--- config.mk ---
export PLATFORM = sky130hd
export DESIGN_NAME = rarp_transmitter_flat
export DESIGN_NICKNAME = d
export VERILOG_FILES = /design/src/rtl/rarp_transmitter_if.sv /design/src/rtl/rarp_transmitter.sv /design/src/flat_wrapper.sv
export SDC_FILE = /design/constraint.sdc
export NUM_CORES = 1
export LEC_CHECK = 0
export BUFFER_PORTS_ARGS = -buffer_cell sky130_fd_sc_hd__buf_4
export CAP_MARGIN = 20
export CORE_MARGIN = 5
export CORE_UTILIZATION = 53
export CTS_CLUSTER_SIZE = 8
export DETAILED_ROUTE_END_ITERATION = 8
export MAX_ROUTING_LAYER = met4
export PLACE_DENSITY = 0.92
export SYNTH_ARGS = -nofsm -noshare
export SYNTH_HDL_FRONTEND = slang
export SYNTH_SLANG_ARGS = --single-unit
--- constraint.sdc ---
create_clock -name clk -period 2.3 [get_ports clk]
set_clock_uncertainty 0.1 [all_clocks]
set_input_delay 0.345 -clock clk [delete_from_list [all_inputs] [get_ports clk]]
set_output_delay 0.345 -clock clk [all_outputs]
set_load 0.02 [all_outputs]
--- src/rtl/rarp_transmitter_if.sv ---
// Stream-side bundle for the RARP/ARP transmit framer: header field inputs
// plus the serialised word output with its valid and hold strobes.
interface rarp_transmitter_if;
    logic [15:0] hdr_type;
    logic [15:0] proto_type;
    logic [7:0]  hdr_addr_length;
    logic [7:0]  pro_addr_length;
    logic [15:0] operation;
    logic [47:0] send_hdr_addr;
    logic [31:0] send_ip_addr;
    logic [47:0] target_hdr_addr;
    logic [31:0] target_ip_addr;
    logic [31:0] transmitted_op;
    logic        output_valid;
    logic        input_hold;

    // Upstream producer: supplies fields, observes the stream.
    modport master (
        output hdr_type, proto_type, hdr_addr_length, pro_addr_length, operation,
               send_hdr_addr, send_ip_addr, target_hdr_addr, target_ip_addr,
        input  transmitted_op, output_valid, input_hold
    );

    // Framer side.
    modport slave (
        input  hdr_type, proto_type, hdr_addr_length, pro_addr_length, operation,
               send_hdr_addr, send_ip_addr, target_hdr_addr, target_ip_addr,
        output transmitted_op, output_valid, input_hold
    );
endinterface

--- src/rtl/rarp_transmitter.sv ---
// RARP/ARP transmit framer: captures the 28-byte header in IDLE and emits it
// as seven MSB-first 32-bit words, followed by one idle cycle.
module rarp_transmitter (
    input  logic             clk,
    input  logic             rst_n,
    rarp_transmitter_if.slave bus
);
    typedef enum logic {IDLE, SEND} state_t;

    state_t      state_q, state_d;
    logic [2:0]  cnt_q, cnt_d;
    logic [31:0] op_q, op_d;
    logic        valid_q, valid_d;
    logic        hold_q, hold_d;

    // w0 is sent straight from the inputs, so htype/ptype never need a copy
    // after capture; they are still latched to keep the capture set complete.
    logic [15:0] htype_q, htype_d;
    logic [15:0] ptype_q, ptype_d;
    logic [7:0]  hlen_q, hlen_d;
    logic [7:0]  plen_q, plen_d;
    logic [15:0] oper_q, oper_d;
    logic [47:0] sha_q, sha_d;
    logic [31:0] spa_q, spa_d;
    logic [47:0] tha_q, tha_d;
    logic [31:0] tpa_q, tpa_d;

    logic [31:0] word_sel;

    always_ff @(posedge clk or negedge rst_n) begin
        if (!rst_n) begin
            state_q <= IDLE;
            cnt_q   <= '0;
            op_q    <= '0;
            valid_q <= 1'b0;
            hold_q  <= 1'b0;
            htype_q <= '0;
            ptype_q <= '0;
            hlen_q  <= '0;
            plen_q  <= '0;
            oper_q  <= '0;
            sha_q   <= '0;
            spa_q   <= '0;
            tha_q   <= '0;
            tpa_q   <= '0;
        end else begin
            state_q <= state_d;
            cnt_q   <= cnt_d;
            op_q    <= op_d;
            valid_q <= valid_d;
            hold_q  <= hold_d;
            htype_q <= htype_d;
            ptype_q <= ptype_d;
            hlen_q  <= hlen_d;
            plen_q  <= plen_d;
            oper_q  <= oper_d;
            sha_q   <= sha_d;
            spa_q   <= spa_d;
            tha_q   <= tha_d;
            tpa_q   <= tpa_d;
        end
    end

    always_comb begin
        word_sel = '0;
        case (cnt_q)
            3'd1:    word_sel = {hlen_q, plen_q, oper_q};
            3'd2:    word_sel = sha_q[47:16];
            3'd3:    word_sel = {sha_q[15:0], spa_q[31:16]};
            3'd4:    word_sel = {spa_q[15:0], tha_q[47:32]};
            3'd5:    word_sel = tha_q[31:0];
            3'd6:    word_sel = tpa_q;
            default: word_sel = '0;
        endcase
    end

    always_comb begin
        state_d = state_q;
        cnt_d   = cnt_q;
        op_d    = op_q;
        valid_d = valid_q;
        hold_d  = hold_q;
        htype_d = htype_q;
        ptype_d = ptype_q;
        hlen_d  = hlen_q;
        plen_d  = plen_q;
        oper_d  = oper_q;
        sha_d   = sha_q;
        spa_d   = spa_q;
        tha_d   = tha_q;
        tpa_d   = tpa_q;

        case (state_q)
            IDLE: begin
                htype_d = bus.hdr_type;
                ptype_d = bus.proto_type;
                hlen_d  = bus.hdr_addr_length;
                plen_d  = bus.pro_addr_length;
                oper_d  = bus.operation;
                sha_d   = bus.send_hdr_addr;
                spa_d   = bus.send_ip_addr;
                tha_d   = bus.target_hdr_addr;
                tpa_d   = bus.target_ip_addr;
                op_d    = {bus.hdr_type, bus.proto_type};
                valid_d = 1'b1;
                hold_d  = 1'b1;
                cnt_d   = 3'd1;
                state_d = SEND;
            end
            SEND: begin
                if (cnt_q == 3'd7) begin
                    op_d    = '0;
                    valid_d = 1'b0;
                    hold_d  = 1'b0;
                    cnt_d   = '0;
                    state_d = IDLE;
                end else begin
                    op_d  = word_sel;
                    cnt_d = cnt_q + 3'd1;
                end
            end
            default: state_d = IDLE;
        endcase
    end

    assign bus.transmitted_op = op_q;
    assign bus.output_valid   = valid_q;
    assign bus.input_hold     = hold_q;
endmodule

--- src/flat_wrapper.sv ---
// flat-port wrapper written by rule: the top's interface ports become plain ports
module rarp_transmitter_flat 
  (clk, rst_n, bus_hdr_type, bus_proto_type, bus_hdr_addr_length, bus_pro_addr_length, bus_operation, bus_send_hdr_addr, bus_send_ip_addr, bus_target_hdr_addr, bus_target_ip_addr, bus_transmitted_op, bus_output_valid, bus_input_hold);
  rarp_transmitter_if bus_i ();
  input  logic clk;
  input  logic rst_n;
  input wire logic [$bits(bus_i.hdr_type)-1:0] bus_hdr_type;
  input wire logic [$bits(bus_i.proto_type)-1:0] bus_proto_type;
  input wire logic [$bits(bus_i.hdr_addr_length)-1:0] bus_hdr_addr_length;
  input wire logic [$bits(bus_i.pro_addr_length)-1:0] bus_pro_addr_length;
  input wire logic [$bits(bus_i.operation)-1:0] bus_operation;
  input wire logic [$bits(bus_i.send_hdr_addr)-1:0] bus_send_hdr_addr;
  input wire logic [$bits(bus_i.send_ip_addr)-1:0] bus_send_ip_addr;
  input wire logic [$bits(bus_i.target_hdr_addr)-1:0] bus_target_hdr_addr;
  input wire logic [$bits(bus_i.target_ip_addr)-1:0] bus_target_ip_addr;
  output wire logic [$bits(bus_i.transmitted_op)-1:0] bus_transmitted_op;
  output wire logic [$bits(bus_i.output_valid)-1:0] bus_output_valid;
  output wire logic [$bits(bus_i.input_hold)-1:0] bus_input_hold;
  assign bus_i.hdr_type = bus_hdr_type;
  assign bus_i.proto_type = bus_proto_type;
  assign bus_i.hdr_addr_length = bus_hdr_addr_length;
  assign bus_i.pro_addr_length = bus_pro_addr_length;
  assign bus_i.operation = bus_operation;
  assign bus_i.send_hdr_addr = bus_send_hdr_addr;
  assign bus_i.send_ip_addr = bus_send_ip_addr;
  assign bus_i.target_hdr_addr = bus_target_hdr_addr;
  assign bus_i.target_ip_addr = bus_target_ip_addr;
  assign bus_transmitted_op = bus_i.transmitted_op;
  assign bus_output_valid = bus_i.output_valid;
  assign bus_input_hold = bus_i.input_hold;
  rarp_transmitter u_core (.clk(clk), .rst_n(rst_n), .bus(bus_i));
endmodule
==> flow_summary.ini, run 1 <==
[sta]
rsz0062_at_grt = false
max_freq_mhz = 475
setup_viol = 0
setup_slack_ps = 196
relSlewSlack_pct = 60.1
hold_viol_final = 0
fin_tns_setup_ps = 0
fin_crit_sh_pct = 91.5
drv_slew = 0
tightest_slew_ps = 598
period_minus_slack_ps = 2100

[synthesis]
yosys-top-cells-area = dfrtp_1 (57%), mux2_2 (28%), a22oi_2 (3.2%), a222oi_1 (3.2%), a22oi_1 (2.2%)
synth-xor-area-share_pct = 0
syn_area_um2 = 10100
syn_avg_cell_area_um2 = 14.7
synth_top_family_by_area = multiplexers
synth_compound_area_share_pct = 9.96
synth_cells = 689
yosys.area.top_type = dfrtp_1
ys_seq_area_share_pct = 56.7
yosysWarnings = 0
synth.top_cell.area_share_pct = 56.7
synth_cell_types = 23
synth-simple-area-share_pct = 1.76
synth_fa_ha_area_share_pct = 0.742
yosys_register_bits = 229
synth_nets = 921
muxShareOfSynthArea_pct = 27.8

[worst_setup_path]
required_ps = 2520
critPathKind = reg -> reg
cp_top_family = compound AO/OA/AOI/OAI gates
cp_num_buf_inv = 2
crit_path_end_kind = register
cpMaxStageDelayCell = dfrtp_1
crit_path_max_incr_delay_ps = 400
crit_arrival_ps = 2330
worstSetupStartpointType = register
critical_path.max_fanout = 20
cp_cell_sequence = inv_1 > ha_1 > and2_1 > buf_12 > a222oi_1 > a22oi_1

[power]
peakVddDrop_mv = 0.500
comb_power_share_pct = 10.8
power_uw = 9810
cellInternalPower_uw = 7590
netSwitchingPower_uw = 2220
p_leak_uw = 0.00674
pwr-share-seq_pct = 44.4
netSwitchingFraction_pct = 22.6
p_per_area_nw_per_um2 = 654
clkPwrFrac_pct = 44.8

[detailed_routing]
routedWlPerCell_um = 24.5
drc_errors = 0
drt_iter0_markers = 570
avgViaCountPerCell = 5.88
drt_wl_total_um = 33500
firstDrtPassIters = 9
antenna_left = 0
via_count = 8056

[finish]
final_cell_mix = buf_4 (274), mux2_2 (250), dfrtp_1 (227)
fillerInstances = 1001
drive_above_1_share_pct = 53.6
nNetsFinal = 1359
syn2layout_area_growth_pct = 48.4
layout_commonest_cell = buf_4
post-route-util_pct = 80.0
stdcell_count = 1369

[clocking]
clockBufferDepth = 3
insertion_delay_ps = 490
cts_setup_buffers = 0
cts_tree = yes
cts-buffers-inserted = 34
root_buffer = clkbuf_16
clkTransAtPathRegs_ps = 50
cts.sinks = 229
cts_max_level = 2

[floorplan]
start_util_pct = 53.9
rows = 50
core_um2 = 18800
die_h_um = 148
die_w_um = 148
die_area_um2 = 21900
io_pins = 260

[placed_design]
io_buffers = 259
gp_congestion = 0.809
pre_cts_slack_ps = 148
dp.cells = 1151
dp_hpwl_um = 18100

[global_routing]
grt_pass1_vias = 9262
antenna_found_initial = 5
grt_start_max_net_pins = 97
gr-total-overflow = 0
grt_pass1_wl_um = 51400
gr-usage-all-layers_pct = 31.1

[run_status]
outcome = finished, final reports clean

[job]
maxCapViolCount = 0

[hold_path]
holdCritPathClass = in -> reg
-- per-layer routing --
metal  GRT usage (%)  vias to the layer above  wire [um]
met5               -                        -          0
met4            15.7                        0       1800
met3            6.79                      143       2260
met2            53.3                      459      17500
met1            34.3                     3997      12000
li1                -                     3457          -
-- power groups by stage --
stage / logic [uW] / clock network, uW / registers, uW
CTS: 1030 / 4370 / 4340
global placement: 758 / 0 / 4390
detailed placement: 777 / 0 / 4400
floorplan: 242 / 0 / 4400
finish: 1060 / 4390 / 4360
global route: 1130 / 4630 / 4370
-- sequential cells by signal, indices dropped and copies added (netlist names) --
register                   cells
u_core.sha_q                  48
u_core.state_q                 1
u_core.bus.output_valid        1
u_core.hlen_q                  8
u_core.bus.transmitted_op     32
u_core.tha_q                  48
u_core.cnt_q                   3
u_core.spa_q                  32
u_core.tpa_q                  32
u_core.plen_q                  8
u_core.oper_q                 16
-- through the flow --
step / hold slack [ps] / area (um2)
5_1_grt: 3.05 / 15000
2_1_floorplan: -50.6 / 10100
6_report: 14.1 / 15000
4_1_cts: 0.0326 / 15000
3_3_place_gp: 263 / 12400
3_5_place_dp: 260 / 12400
-- synth_stat cells --
library cell and count:
buf_4 3, a22oi_2 26, a32oi_2 3, clkbuf_1 17
nand2b_1 3, a32oi_1 6, nor2_1 1, dfrtp_1 229
nand2_1 33, a22oi_1 29, buf_2 31, a21boi_0 3
a222oi_1 32, o21ai_0 2, and2_1 2, buf_6 4
inv_1 4, nor2b_1 2, inv_2 1, mux2_2 250
a2111oi_1 1, or3_1 1, ha_1 6
-- worst register-to-register path: stages, from the launching register on --
cell	delay, ps
dfrtp_1	400
inv_1	80
ha_1	290
and2_1	340
buf_12	240
a222oi_1	310
a22oi_1	190
-- area by class of cell --
cell class,count,area [um2],share of cell area [%]
antenna,5,12.5,0.0834
clock buffer,37,883,5.89
clock inverter,2,13.8,0.0917
inverter,5,18.8,0.125
multi-input combinational,400,4080,27.2
sequential,229,5740,38.2
tap,234,293,1.95
timing repair buffer,457,3970,26.4
-- cells by family (layout without fill, tap and decap cells) --
group / count (synthesis) / after routing
multiplexers: 250 / 250
flip-flops: 229 / 229
AO/OA/AOI/OAI: 102 / 102
buffers and inverters: 60 / 501
AND/OR/NAND/NOR: 42 / 42
adder cells (fa/ha/maj): 6 / 6
other: 0 / 5
-- worst paths after layout --
kind                            cells past startpoint                    startpoint  slack, ps                                 endpoint
worst max register to register                      6     u_core.cnt_q[0]$_DFF_PN0_        200  u_core.bus.transmitted_op[30]$_DFF_PN0_
worst max-delay path                                6     u_core.cnt_q[0]$_DFF_PN0_        200  u_core.bus.transmitted_op[30]$_DFF_PN0_
worst min-delay path                                2         bus_send_hdr_addr[42]         10             u_core.sha_q[42]$_DFFE_PN0N_
worst min register to register                      1  u_core.tha_q[31]$_DFFE_PN0N_        400             u_core.tha_q[31]$_DFFE_PN0N_
max in group asynchronous                           3                         rst_n       1030  u_core.bus.transmitted_op[16]$_DFF_PN0_
min in group asynchronous                           2                         rst_n        350   u_core.bus.transmitted_op[3]$_DFF_PN0_
-- what timing repair did --
action / in CTS / in global routing
hold buffers: 173 / 1
endpoints found under the hold margin: 242 / 1
resized for setup: 0 / 1
setup endpoints to repair: 0 / 2
Power figures use the tool's default switching activity.
==> run 2: changes to the inputs <==
- ABC_CLOCK_PERIOD_IN_PS: not set -> 2500
- CORE_UTILIZATION: 53 -> 57
- PLACE_DENSITY: 0.92 -> 0.95
- clock period: 2.3 -> 2.5 ns (I/O delays scaled with it)
==> run 2 against run 1 <==
Core utilization is 4.0 points lower. Combinational power down 33%. Clock power is 9.6% lower. Register-to-register slack improved by 70 ps. Die area is 6.6% lower. Critical path depth is the same. Routed wire length fell by 20%. Highest routed layer unchanged.
==> flow_summary.ini, run 2 (synthesis results as in run 1) <==
[placed_design]
io_buffers = 259
pre_cts_slack_ps = 140
gp_congestion = 0.794
dp_hpwl_um = 17800

[clocking]
root_buffer = clkbuf_16
cts.sinks = 229
clockBufferDepth = 3
insertion_delay_ps = 490
clkTransAtPathRegs_ps = 50
cts_max_level = 2
cts-buffers-inserted = 34
cts_tree = yes

[detailed_routing]
via_count = 7009
avgViaCountPerCell = 5.97
firstDrtPassIters = 7
routedWlPerCell_um = 22.8
drt_iter0_markers = 533
drc_errors = 0
drt_wl_total_um = 26800
antenna_left = 0

[finish]
num_antenna_cells = 0
top_regs = u_core.sha_q (48), u_core.tha_q (48)
multi_input_area_um2 = 4080
post-route-util_pct = 76.0
drive_above_1_share_pct = 63.0
nNetsFinal = 1178
layout_commonest_cell = buf_4
final_cell_mix = buf_4 (267), mux2_2 (250), dfrtp_1 (227)
syn2layout_area_growth_pct = 30.4
fillerInstances = 1025
seqCellArea_um2 = 5740

[sta]
max_freq_mhz = 448
hold_viol_final = 0
drv_slew = 0
tightest_slew_ps = 557
setup_slack_ps = 268
fin_tns_setup_ps = 0
rsz0062_at_grt = false
period_minus_slack_ps = 2230
setup_viol = 0
fin_crit_sh_pct = 89.3
relSlewSlack_pct = 62.9

[worst_setup_path]
required_ps = 2720
crit_arrival_ps = 2450
crit_path_end_kind = register
startpoint = u_core.cnt_q[0]$_DFF_PN0_
r2r_start = u_core.cnt_q[0]$_DFF_PN0_
cpMaxStageDelayCell = a2111oi_1
worstSetupStartpointType = register
critPathKind = reg -> reg
critical_path.max_fanout = 32
cp_cell_sequence = inv_1 > ha_1 > a2111oi_1 > or3_2 > buf_6 > a22oi_1
crit_path_max_incr_delay_ps = 430

[power]
clkPwrFrac_pct = 45.7
netSwitchingFraction_pct = 21.3
power_uw = 8680
p_leak_uw = 0.00597
netSwitchingPower_uw = 1850
comb_power_share_pct = 8.2
cellInternalPower_uw = 6830
peakVddDrop_mv = 0.484
pwr-share-seq_pct = 46.1
p_per_area_nw_per_um2 = 658

[floorplan]
die_h_um = 143
io_pins = 260
rows = 48
start_util_pct = 58.3
die_w_um = 143
core_um2 = 17400
die_area_um2 = 20500

[job]
maxCapViolCount = 0

[hold_path]
hold_path.startpoint = bus_target_hdr_addr[19]
holdCritPathClass = in -> reg

[global_routing]
grt_pass1_vias = 7882
grt_pass1_wl_um = 41500
grt_start_max_net_pins = 70
antenna_found_initial = 0
gr-total-overflow = 0
gr-usage-all-layers_pct = 26.9

[run_status]
outcome = finished, final reports clean
-- run 2: path summary, 6_finish.rpt --
check	to	slack, ps	cells after the start
hold / removal	u_core.tha_q[19]$_DFFE_PN0N_	20	2
setup / recovery	u_core.bus.transmitted_op[31]$_DFF_PN0_	270	6
min in group asynchronous	u_core.bus.transmitted_op[1]$_DFF_PN0_	320	2
max in group asynchronous	u_core.tha_q[34]$_DFFE_PN0N_	1280	3
hold reg to reg	u_core.tha_q[17]$_DFFE_PN0N_	400	1
setup reg to reg	u_core.bus.transmitted_op[31]$_DFF_PN0_	270	6
-- run 2: timing repair --
action,4_1_cts,5_1_grt
gates resized for setup,0,1
endpoints found under the setup margin,0,1
setup buffers,0,0
endpoints found under the hold margin,53,0
hold buffers,1,0
-- run 2: power groups by stage --
| stage | Sequential [uW] | Combinational [uW] | Clock, uW |
|---|---|---|---|
| detailed placement | 4050 | 714 | 0 |
| global placement | 4040 | 693 | 0 |
| global route | 4010 | 776 | 4210 |
| CTS | 4000 | 725 | 4040 |
| floorplan | 4050 | 223 | 0 |
| finish | 4000 | 715 | 3970 |
-- run 2: critical path, delay by kind of cell, from the launching register on --
kind / cells / cell delay, ps
compound gates: 2 / 620
buf+inv: 2 / 450
flops: 1 / 390
fa+ha+maj: 1 / 300
simple gates: 1 / 190
-- run 2: metal layers --
metal / global-route usage, % / wire length (um) / up-vias
met5: - / 0 / -
met4: 9.15 / 893 / 0
met3: 6.26 / 2260 / 59
met2: 44.9 / 13800 / 320
met1: 32.3 / 9880 / 3551
li1: - / - / 3079
-- run 2: metrics by stage --
step                      cells  cell area, um2  hold WS [ps]
after floorplan             689           10100         -20.6
after global placement     1134           12300           227
after detailed placement   1134           12300           232
after CTS                  1174           13200          3.60
after global routing       1174           13200          3.55
final                      1174           13200          20.1
-- run 2: area by class of cell --
class,instances,share of cell area [%]
clock inverter,1,0.0664
timing repair buffer,276,16.4
inverter,5,0.142
clock buffer,38,6.80
sequential,229,43.5
tap,225,2.13
multi-input combinational,400,31.0
